==> src/rtl/sr_cmd_gen_pkg.sv <==
// Shared definitions for the SR latch command generator: FSM state encoding and width.
package sr_cmd_gen_pkg;

   localparam int ST_W = 2;

   typedef enum logic [ST_W-1:0] {
      ST_IDLE      = 2'd0,
      ST_DRIVE_SET = 2'd1,
      ST_DRIVE_CLR = 2'd2,
      ST_GAP       = 2'd3
   } state_e;

endpackage

==> src/rtl/sr_cmd_gen_debounce.sv <==
// One request channel: 2-flop synchronizer, debounce counter and a one-cycle pulse
// on each rising edge of the debounced level.
module sr_cmd_gen_debounce #(
   parameter int DEBOUNCE_CYCLES = 4
) (
   input  logic i_clk,
   input  logic i_reset_n,
   input  logic i_raw,
   output logic o_rise
);

   localparam int CW = $clog2(DEBOUNCE_CYCLES + 1);

   logic          r_sync1;
   logic          r_sync2;
   logic          r_deb;
   logic          r_deb_d;
   logic [CW-1:0] r_cnt;
   logic          r_rise;

   always_ff @(posedge i_clk) begin
      if (!i_reset_n) begin
         r_sync1 <= 1'b0;
         r_sync2 <= 1'b0;
         r_deb   <= 1'b0;
         r_deb_d <= 1'b0;
         r_cnt   <= '0;
         r_rise  <= 1'b0;
      end else begin
         r_sync1 <= i_raw;
         r_sync2 <= r_sync1;
         r_deb_d <= r_deb;
         r_rise  <= r_deb & ~r_deb_d;
         if (r_sync2 != r_deb) begin
            // The level only moves after an unbroken run of disagreeing samples.
            if (r_cnt == CW'(DEBOUNCE_CYCLES - 1)) begin
               r_deb <= r_sync2;
               r_cnt <= '0;
            end else begin
               r_cnt <= r_cnt + 1'b1;
            end
         end else begin
            r_cnt <= '0;
         end
      end
   end

   assign o_rise = r_rise;

endmodule

==> src/rtl/sr_cmd_gen.sv <==
// Debounced set/clear requests to timed s/r/en commands for the SR latch.
// Define SR_CMD_GEN_CNT_EN to add saturating issued-command counters (set_cnt/clr_cnt).
//
// state     | meaning
// ST_IDLE   | no command driven, waiting for a pending request (clear wins)
// ST_DRIVE_SET | en=s=1 for HOLD_CYCLES cycles
// ST_DRIVE_CLR | en=r=1 for HOLD_CYCLES cycles
// ST_GAP    | one quiet cycle between commands, busy still high
module sr_cmd_gen
   import sr_cmd_gen_pkg::*;
#(
   parameter int DEBOUNCE_CYCLES = 4,
   parameter int HOLD_CYCLES     = 2,
   parameter int CNT_W           = 8
) (
   input  logic             clk,
   input  logic             reset_n,
   input  logic             set_raw,
   input  logic             clr_raw,
   output logic             s,
   output logic             r,
   output logic             en,
   output logic             busy
`ifdef SR_CMD_GEN_CNT_EN
   ,
   output logic [CNT_W-1:0] set_cnt,
   output logic [CNT_W-1:0] clr_cnt
`endif
);

   localparam int HW = $clog2(HOLD_CYCLES + 1);

   logic          w_set_rise;
   logic          w_clr_rise;
   logic          w_take_set;
   logic          w_take_clr;
   state_e        r_state;
   logic [HW-1:0] r_hold;
   logic          r_pend_set;
   logic          r_pend_clr;
   logic          r_s;
   logic          r_r;
   logic          r_en;
   logic          r_busy;

   sr_cmd_gen_debounce #(.DEBOUNCE_CYCLES(DEBOUNCE_CYCLES)) u_deb_set (
      .i_clk     (clk),
      .i_reset_n (reset_n),
      .i_raw     (set_raw),
      .o_rise    (w_set_rise)
   );

   sr_cmd_gen_debounce #(.DEBOUNCE_CYCLES(DEBOUNCE_CYCLES)) u_deb_clr (
      .i_clk     (clk),
      .i_reset_n (reset_n),
      .i_raw     (clr_raw),
      .o_rise    (w_clr_rise)
   );

   assign w_take_clr = (r_state == ST_IDLE) && r_pend_clr;
   assign w_take_set = (r_state == ST_IDLE) && !r_pend_clr && r_pend_set;

   always_ff @(posedge clk) begin
      if (!reset_n) begin
         r_state    <= ST_IDLE;
         r_hold     <= '0;
         r_pend_set <= 1'b0;
         r_pend_clr <= 1'b0;
         r_s        <= 1'b0;
         r_r        <= 1'b0;
         r_en       <= 1'b0;
         r_busy     <= 1'b0;
      end else begin
         // A rise landing on the same edge a request is taken re-arms the flag.
         r_pend_set <= w_set_rise | (r_pend_set & ~w_take_set);
         r_pend_clr <= w_clr_rise | (r_pend_clr & ~w_take_clr);
         case (r_state)
            ST_IDLE: begin
               if (w_take_clr) begin
                  r_state <= ST_DRIVE_CLR;
                  r_hold  <= HW'(HOLD_CYCLES - 1);
                  r_en    <= 1'b1;
                  r_r     <= 1'b1;
                  r_busy  <= 1'b1;
               end else if (w_take_set) begin
                  r_state <= ST_DRIVE_SET;
                  r_hold  <= HW'(HOLD_CYCLES - 1);
                  r_en    <= 1'b1;
                  r_s     <= 1'b1;
                  r_busy  <= 1'b1;
               end
            end
            ST_DRIVE_SET, ST_DRIVE_CLR: begin
               if (r_hold == '0) begin
                  r_state <= ST_GAP;
                  r_en    <= 1'b0;
                  r_s     <= 1'b0;
                  r_r     <= 1'b0;
               end else begin
                  r_hold <= r_hold - 1'b1;
               end
            end
            default: begin
               r_state <= ST_IDLE;
               r_busy  <= 1'b0;
            end
         endcase
      end
   end

   assign s    = r_s;
   assign r    = r_r;
   assign en   = r_en;
   assign busy = r_busy;

`ifdef SR_CMD_GEN_CNT_EN
   logic [CNT_W-1:0] r_set_cnt;
   logic [CNT_W-1:0] r_clr_cnt;

   always_ff @(posedge clk) begin
      if (!reset_n) begin
         r_set_cnt <= '0;
         r_clr_cnt <= '0;
      end else begin
         if (w_take_set && !(&r_set_cnt)) r_set_cnt <= r_set_cnt + 1'b1;
         if (w_take_clr && !(&r_clr_cnt)) r_clr_cnt <= r_clr_cnt + 1'b1;
      end
   end

   assign set_cnt = r_set_cnt;
   assign clr_cnt = r_clr_cnt;
`endif

endmodule

==> config.mk <==
export PLATFORM = sky130hd
export DESIGN_NAME = sr_cmd_gen
export DESIGN_NICKNAME = d
export VERILOG_FILES = /design/src/rtl/sr_cmd_gen_pkg.sv /design/src/rtl/sr_cmd_gen_debounce.sv /design/src/rtl/sr_cmd_gen.sv
export SDC_FILE = /design/constraint.sdc
export NUM_CORES = 1
export LEC_CHECK = 0
export BUFFER_PORTS_ARGS = -buffer_cell sky130_fd_sc_hd__buf_2
export CELL_PAD_IN_SITES_DETAIL_PLACEMENT = 1
export CELL_PAD_IN_SITES_GLOBAL_PLACEMENT = 2
export CORE_ASPECT_RATIO = 1.25
export CORE_UTILIZATION = 33
export CTS_BUF_LIST = sky130_fd_sc_hd__clkbuf_4 sky130_fd_sc_hd__clkbuf_8 sky130_fd_sc_hd__clkbuf_16
export CTS_CLUSTER_DIAMETER = 150
export DETAILED_ROUTE_END_ITERATION = 6
export PLACE_DENSITY_LB_ADDON = 0.3
export SLEW_MARGIN = 0
export SYNTH_ARGS = -nofsm -noshare
export SYNTH_HDL_FRONTEND = slang
export SYNTH_SLANG_ARGS = --single-unit
==> constraint.sdc <==
create_clock -name clk -period 1.73 [get_ports clk]
set_clock_uncertainty 0.1 [all_clocks]
set_input_delay 0.0865 -clock clk [delete_from_list [all_inputs] [get_ports clk]]
set_output_delay 0.0865 -clock clk [all_outputs]
set_load 0.02 [all_outputs]
; Word-level counts from Yosys, hierarchy flattened
; Index checks and enable logic that the tools add are counted.
[word_totals]
reg_bits = 26
in_bits = 4
output_inout_bits = 4
wordCells = 83
[classes]
addsub = 3
eq_ne = 12
muxes = 16
bitwise_logic = 14
n_reduce_logical = 18
[op_table]
columns = op, count
row1 = two-way mux 2 bit, 5
row2 = != test 2 bit (second input constant), 5
row3 = AND reduction 3 bit, 3
row4 = NOT 1 bit, 8
row5 = case mux 1 bit (2 select lines), 4
row6 = case mux 2 bit (2 select lines), 2
row7 = AND reduction 2 bit, 4
row8 = adder 3 x 1 -> 3 bit (second input constant), 2
row9 = == test 3 x 2 -> 1 bit (second input constant), 2
row10 = OR reduction 3 bit, 2
row11 = two-way mux 1 bit, 5
row12 = bitwise AND 1 bit, 4
row13 = logical NOT 2 bit, 2
row14 = AND reduction 4 bit, 1
row15 = logical AND 1 bit, 3
row16 = != test 3 bit (second input constant), 1
row17 = == test 2 x 1 -> 1 bit (second input constant), 1
row18 = == test 2 bit (second input constant), 1
row19 = != test 1 bit, 2
row20 = bitwise OR 1 bit, 2
row21 = nonzero test 2 bit, 1
row22 = OR reduction 2 bit, 1
row23 = subtractor 2 x 1 -> 2 bit (second input constant), 1
row24 = logical NOT 1 bit, 1

; Logic depth before layout (Yosys ltp)
; Gate-level depths: netlist (run 1).
[depth]
word_depth = 6
depth_mapped = 7
mapped_depth_nobuf = 5

; By module
; A second synthesis (run 1) with hierarchy kept.
[hier_totals]
hier_cells = 102
area_unflattened_um2 = 1062.3
[modules_own_cells]
columns = mod, n_inst, cells_each, area_per_inst_um2, seq_area_each_um2
row1 = sr_cmd_gen_debounce, 2, 21, 270.3, 160.2
row2 = sr_cmd_gen, 1, 60, 521.8, 200.2

; Least setup slack after synthesis (run 1)
; No wires, ideal clock.
[synth_timing]
kind = reg2reg
from = reg r_state[0]
to = reg r_state[1]
setup_ns = 0.070
arrival_time_ns = 1.452
required_time_ns = 1.560
slack_ns = 0.108
stages_incl_launch_ff = 7
synth_period_minus_slack_ns = 1.622
cell_sequence = dfxtp_1 -> inv_1 -> ha_1 -> clkbuf_1 -> a21oi_1 -> or4_1 -> a21boi_1
[synth_between]
elab_chain_len = 5
elab_cells_between_ends = 12
classes_between = eq/ne: 4 / mux: 2 / reduce/logical: 6
[synth_rtl]
columns = element, line
row1 = from (decl), sr_cmd_gen.sv:37  ; state_e r_state;
row2 = from (signal assigned), sr_cmd_gen.sv:65  ; r_state <= ST_IDLE;
row3 = from (signal assigned), sr_cmd_gen.sv:80  ; r_state <= ST_DRIVE_CLR;
row4 = from (signal assigned), sr_cmd_gen.sv:86  ; r_state <= ST_DRIVE_SET;
row5 = logical NOT 2 bit, "sr_cmd_gen.sv:60, sr_cmd_gen.sv:61, sr_cmd_gen.sv:77"
row6 = logical AND 1 bit (2 in a row), sr_cmd_gen.sv:61  ; assign w_take_set = (r_state == ST_IDLE) && !r_pend_clr && r_pend_set;
row7 = != test 3 bit (no line), -
row8 = AND reduction 2 bit (no line), -
; Several ways; a longest one is shown, not always the timed one.
; A chain may end at the register's enable or synchronous reset.

; Worst setup path after layout (run 1)
[layout_timing]
from = reg r_state[1]
to = reg r_state[1]
; The elaborated chain is that of the path after synthesis.

==> results of run 1 <==
==> per-layer routing <==
layer  GRT usage  part of all wire  routed length, um  vias to the layer above
li1            -                 -                  -                      393
met1      0.1380              0.43                883                      370
met2      0.2532              0.52               1072                       12
met3     0.02759             0.022                 46                        5
met4     0.08882             0.026                 53                        0
met5           0                 0                  0                        -
==> power by group through the flow <==
stage          registers [W]  clock network (W)  logic [W]
6_report            0.000656           0.000424   0.000323
5_1_grt             0.000663           0.000465   0.000361
4_1_cts             0.000658           0.000440   0.000294
3_5_place_dp        0.000670                  0   0.000289
3_3_place_gp        0.000668                  0   0.000282
2_1_floorplan       0.000693                  0   0.000197
==> sequential cells by signal, summed over array words and instances, names as in the netlist, 2 cells and up <==
signal and count:
r_state 2, r_hold 2, u_deb_clr.r_cnt 3, u_deb_set.r_cnt 3
==> Yosys cell counts, types with 3 or more instances <==
master    instances  area [um2]
a21oi_1           4       20.02
and2_1            7       43.79
clkbuf_1          3       11.26
dfxtp_1          26       520.5
ha_1              7       87.58
inv_1            10       37.54
nand2_1           6       22.52
nand3b_1          3       22.52
nor2_1            9       33.78
nor2b_1           6       37.54
o21ai_0           4       20.02
==> cell families (layout without fill, tap and decap cells) <==
family | count (synthesis) | after routing | share of synthesized area
AO/OA/AOI/OAI | 17 | 17 | 0.1044
XOR/XNOR | 2 | 2 | 0.01624
adder cells (fa/ha/maj) | 7 | 7 | 0.08120
buffers and inverters | 15 | 30 | 0.06613
flip-flops | 26 | 26 | 0.4826
multiplexers | 2 | 2 | 0.01856
AND/OR/NAND/NOR | 42 | 42 | 0.2309
==> worst paths after layout <==
path,start,endpoint,slack (ns)
setup / recovery,r_state[1]$_SDFFE_PN0P_,r_state[1]$_SDFFE_PN0P_,-0.008
hold / removal,reset_n,r_state[0]$_SDFFE_PN0P_,0.06
hold reg to reg,u_deb_set.r_deb_d$_SDFF_PN0_,u_deb_set.o_rise$_SDFF_PN0_,0.30
setup reg to reg,r_state[1]$_SDFFE_PN0P_,r_state[1]$_SDFFE_PN0P_,-0.008
==> cells in the final DEF (no fill, tap or decap), types with 2 or more instances in the layout <==
cell	n
a21oi_1	4
buf_4	5
o22ai_1	2
clkbuf_4	3
dfxtp_2	2
dfxtp_1	24
nand2b_1	2
nor2_1	9
nor2b_1	6
a21boi_1	3
mux2i_1	2
o21ai_0	4
nand3b_1	3
nand2_1	6
xor2_1	2
ha_1	7
buf_2	8
and2_1	7
inv_1	10
dlygate4sd3_1	2
==> cell type report <==
cell class / count / area share
multi-input cells: 70 / 0.3888
clock buffers: 3 / 0.01795
well taps: 36 / 0.03589
repair buffers: 16 / 0.08674
clock inverters: 1 / 0.02393
flip-flops and latches: 26 / 0.4168
inverters: 10 / 0.02991
==> what timing repair did <==
| item | CTS | global route |
|---|---|---|
| hold buffers | 2 | 0 |
| gates resized for setup | 1 | 4 |
| endpoints found under the hold margin | 2 | 0 |
| cloned | 0 | 1 |
| pin swaps | 0 | 3 |
| setup buffers | 0 | 3 |
| endpoints found under the setup margin | 1 | 3 |
==> through the flow <==
step | cells | setup slack [ns] | TNS [ns]
global placement | 152 | 0.1135 | 0
CTS | 158 | 0.008211 | 0
floorplan | 111 | 0.1077 | 0
detailed placement | 152 | 0.01742 | 0
global route | 162 | -0.05983 | -0.05983
finish | 162 | -0.008043 | -0.008043
==> worst max-delay path, cell delays in order (launching register included) <==
cell	delay, ns
dfxtp_2	0.38
inv_1	0.05
ha_1	0.32
and2b_2	0.23
or4_1	0.41
a21boi_1	0.17
==> impl_metrics.csv, run 1 <==
group,metric,value,unit
clock_network,clk_root_buffer_cell,"clkbuf_4",
global_route,grt_remaining_overflow,0,
finish,syn2layout_area_growth,16.36,%
yosys,synth_nets,122,
yosys,ys_warn_count,0,
floorplanning,num_rows,22,
global_route,track_usage,0.1391,
power_and_ir_drop,leakage,0.5355,nW
finish,n_antenna_cell,0,
worst_setup_path,reg2reg_depth,5,
power_and_ir_drop,power.total,0.001403,W
sta,maxSlewHeadroom,0.7152,
floorplanning,initial_core_util,0.3562,
clock_network,cts_buffer_depth,2,
worst_setup_path,end_kind,"flip-flop",
power_and_ir_drop,ir_drop,559.1,uV
floorplanning,die-area,3502,um2
status,outcome,"finished with violations",
detailed_routing,wl_per_cell,12.69,um
yosys,ys_types,30,
power_and_ir_drop,powerDensity,1118,nW/um2
finish,fillers,354,
power_and_ir_drop,switchingPower,0.0003793,W
detailed_routing,viasPerCell,4.815,
worst_setup_path,worst_ep_arrival_time,1.90,ns
sta,worstMarginPinSlew,0.4268,ns
placement,place_congestion,0.8065,
placement,portBuffers,7,
status,violations,"setup timing",
placement,dpl_cell_area,1147,um2
floorplanning,io_pins,8,
sta,post-route-period-util,1.005,
clock_network,cts_sinks,26,
detailed_routing,wl,2055,um
power_and_ir_drop,internal_power,0.001023,W
yosys,async_flop_share,0,
sta,slew_viol_final,0,
worst_setup_path,worstSetupStartpointType,"flip-flop",
yosys,synth_ff_type,"dfxtp_1",
floorplanning,core_area,3028,um2
sta,hold_ws,0.05910,ns
yosys,synth_cells,111,
sta,setup_ws,-0.008043,ns
worst_hold_path,hold_depth,2,
finish,finalNetCount,138,
power_and_ir_drop,pwr-share-seq,0.468,
clock_network,path_clk_slew,0.15,ns
clock_network,htreeDepth,1,
finish,drive_above_1_share,0.1825,
power_and_ir_drop,switching_share,0.2704,
sta,setup_viol,1,
power_and_ir_drop,pwr-share-comb,0.230,
sta,hold_viol_final,0,
detailed_routing,drt-initial-drc-count,5,
floorplanning,die_w,53.14,um
global_route,grt_pass1_wl,3429,um
worst_setup_path,critPathKind,"flip-flop to flip-flop",
worst_setup_path,worstPathRequired,1.89,ns
finish,fin_area,1255,um2
yosys,synth_area_per_cell,9.717,um2
finish,seq_area,523.0,um2
detailed_routing,firstDrtPassIters,4,
sta,period_minus_slack,1.738,ns
clock_network,worstSkewPairLatency,0.33,ns
clock_network,tritoncts,"built",
global_route,grt_max_degree,23,
worst_hold_path,holdCritPathClass,"primary input to flip-flop",
placement,post-dp-hpwl,1436,um
sta,timing.fmax,575.4,MHz
worst_setup_path,cp_max_fo,4,
global_route,grt_pass1_vias,807,
power_and_ir_drop,clock_power_share,0.302,
yosys,synth_area,1079,um2
yosys,yosysSeqAreaShare,0.4826,
detailed_routing,post-route-drc-count,0,
run,max-cap-violations,0,
detailed_routing,vias,780,
global_route,antenna_found_initial,0,
clock_network,cts_buffers,3,
finish,multiInputGateArea,488.0,um2
yosys,ys_ff_latch,26,
yosys,synth_edf_count,0,
finish,final_core_util,0.4145,
detailed_routing,antenna_left,0,
floorplanning,die_height,65.92,um
Power figures use the tool's default switching activity.
==> run 2: changes to the inputs <==
ABC_AREA = 1   (was default)
ABC_CLOCK_PERIOD_IN_PS = 1730   (was default)
CORE_UTILIZATION = 30   (was 33)
SYNTH_HIERARCHICAL = 1   (was default)
==> run 2 against run 1 <==
  * The run now ends clean
  * Global-route usage shrank 1.8 points
  * Synthesized cell count rose by 23%
  * Die area is 7.3% higher
  * Worst hold slack improved by 0.022 ns
  * Register-to-register slack better by 0.19 ns
  * Critical path type unchanged
  * Critical endpoint unchanged
  * Highest routed layer unchanged
==> impl_metrics.csv, run 2 <==
group,metric,value,unit
status,outcome,"complete, no violations",
sta,timing.fmax,645.1,MHz
global_route,grt_pass1_wl,3222,um
power_and_ir_drop,internal_power,0.0009968,W
floorplanning,die-area,3759,um2
clock_network,cts_sinks,26,
placement,dpl_cell_area,1131,um2
detailed_routing,antenna_left,0,
global_route,grt_pass1_vias,824,
floorplanning,die_height,68.30,um
clock_network,path_clk_slew,0.09,ns
power_and_ir_drop,pwr-share-seq,0.467,
worst_setup_path,worst_ep_arrival_time,1.65,ns
yosys,synth_cells,136,
yosys,synth_area,1055,um2
yosys,synth_area_per_cell,7.756,um2
yosys,synth.most_common_cell,"nand2_1",
placement,post-dp-hpwl,1484,um
sta,slew_viol_final,0,
detailed_routing,wl_per_cell,10.28,um
sta,rsz0062_at_grt,"no",
clock_network,cts_setup_buffers,0,
sta,setup_viol,0,
finish,syn2layout_area_growth,14.35,%
yosys,synth.top_cells.by_area,"dfxtp_1 49%, nand2_1 10%, inv_1 8.5%",
yosys,ys_ff_latch,26,
sta,maxSlewHeadroom,0.7942,
floorplanning,core_area,3281,um2
detailed_routing,vias,837,
clock_network,cts_buffers,3,
yosys,synth_edf_count,0,
placement,portBuffers,7,
yosys,synth_ff_type,"dfxtp_1",
sta,hold_viol_final,0,
power_and_ir_drop,switching_share,0.3195,
floorplanning,initial_core_util,0.3215,
worst_setup_path,critPathKind,"flip-flop to flip-flop",
power_and_ir_drop,pwr-share-comb,0.266,
sta,worstMarginPinSlew,0.3087,ns
yosys,synth_nets,147,
detailed_routing,viasPerCell,4.524,
finish,fin_area,1206,um2
power_and_ir_drop,ir_drop,469.8,uV
worst_setup_path,worstPathRequired,1.83,ns
yosys,synth_common_cells,"28 x nand2_1, 26 x dfxtp_1, 24 x inv_1",
detailed_routing,wl,1901,um
clock_network,worstSkewPairLatency,0.27,ns
floorplanning,num_rows,23,
yosys,yosysTopAreaCell,"dfxtp_1",
clock_network,htreeDepth,1,
floorplanning,io_pins,8,
power_and_ir_drop,switchingPower,0.0004679,W
worst_hold_path,holdCritPathClass,"primary input to flip-flop",
placement,place_ws,0.1747,ns
yosys,async_flop_share,0,
power_and_ir_drop,powerDensity,1214,nW/um2
global_route,grt_remaining_overflow,0,
worst_setup_path,worstSetupStartpointType,"flip-flop",
finish,reg_top3,"u_deb_clr/r_cnt (3), u_deb_set/r_cnt (3)",
clock_network,tritoncts,"built",
sta,post-route-period-util,0.8960,
worst_setup_path,cp_max_fo,7,
finish,n_antenna_cell,0,
power_and_ir_drop,clock_power_share,0.266,
sta,fin_setup_tns,0,ns
sta,period_minus_slack,1.550,ns
sta,setup_ws,0.1800,ns
yosys,synth.top_cell.area_share,0.4935,
clock_network,clk_root_buffer_cell,"clkbuf_8",
detailed_routing,drt-initial-drc-count,4,
placement,place_congestion,0.7136,
yosys,ys_warn_count,6,
run,max-cap-violations,0,
worst_setup_path,end_kind,"flip-flop",
yosys,yosysSeqAreaShare,0.4935,
finish,drive_above_1_share,0.1419,
power_and_ir_drop,power.total,0.001465,W
global_route,track_usage,0.1215,
detailed_routing,post-route-drc-count,0,
detailed_routing,firstDrtPassIters,4,
global_route,grt_max_degree,17,
clock_network,cts_buffer_depth,2,
global_route,antenna_found_initial,0,
clock_network,post_cts_resized,0,
finish,final_common_cell,"nand2_1",
clock_network,hold_buffers,2,
yosys,ys_types,14,
power_and_ir_drop,leakage,0.5834,nW
finish,finalNetCount,160,
floorplanning,die_w,55.04,um
finish,layout_common_cells,"28 x nand2_1, 26 x dfxtp_1, 24 x inv_1",
[run 2: critical path, stage by stage (launching register included)]
cell	delay [ns]
dfxtp_1	0.38
inv_1	0.06
ha_1	0.37
a21oi_2	0.31
nand3_1	0.11
a21oi_1	0.16
[run 2: layer usage]
layer | part of all wire | vias up | track usage
met5 | 0 | - | 0
met1 | 0.43 | 387 | 0.1235
met3 | 0.020 | 5 | 0.03333
met4 | 0.015 | 0 | 0.04688
met2 | 0.54 | 9 | 0.2259
li1 | - | 436 | -
[run 2: layout make-up]
type / count / area [um2]
fill: 430 / 2074
sequential: 26 / 520.5
multi-input combinational: 82 / 427.9
inverter: 27 / 101.3
clock buffer: 4 / 55.05
timing repair buffer: 9 / 55.05
tap: 37 / 46.29
[run 2: worst paths after layout]
check,start,to,slack (ns),cells past startpoint
setup / recovery,r_state[1]$_SDFFE_PN0P_,r_state[1]$_SDFFE_PN0P_,0.18,5
hold / removal,reset_n,u_deb_clr/r_sync1$_SDFF_PN0_,0.08,3
setup reg to reg,r_state[1]$_SDFFE_PN0P_,r_state[1]$_SDFFE_PN0P_,0.18,5
hold reg to reg,u_deb_set/r_deb_d$_SDFF_PN0_,u_deb_set/o_rise$_SDFF_PN0_,0.29,1
[run 2: power groups by stage]
stage	Clock [W]	Combinational, W	Sequential, W
3_5_place_dp	0	0.000396	0.000700
3_3_place_gp	0	0.000397	0.000697
6_report	0.000390	0.000390	0.000684
5_1_grt	0.000436	0.000456	0.000695
4_1_cts	0.000410	0.000401	0.000686
2_1_floorplan	0	0.000273	0.000727
[run 2: kinds of logic after synthesis]
logic type / share of synthesized area
and+or+nand+nor: 0.2527
buffers and inverters: 0.1008
DFF: 0.4935
AOI/OAI and AO/OA: 0.06999
adders and majority gates: 0.08303
[run 2: metrics by stage]
stage	util	cells	hold slack [ns]
floorplan	-	136	0.07995
global placement	0.3448	179	0.1696
detailed placement	0.3448	179	0.1795
CTS	0.3677	185	0.08937
global route	0.3677	185	0.1127
finish	0.3677	185	0.08093
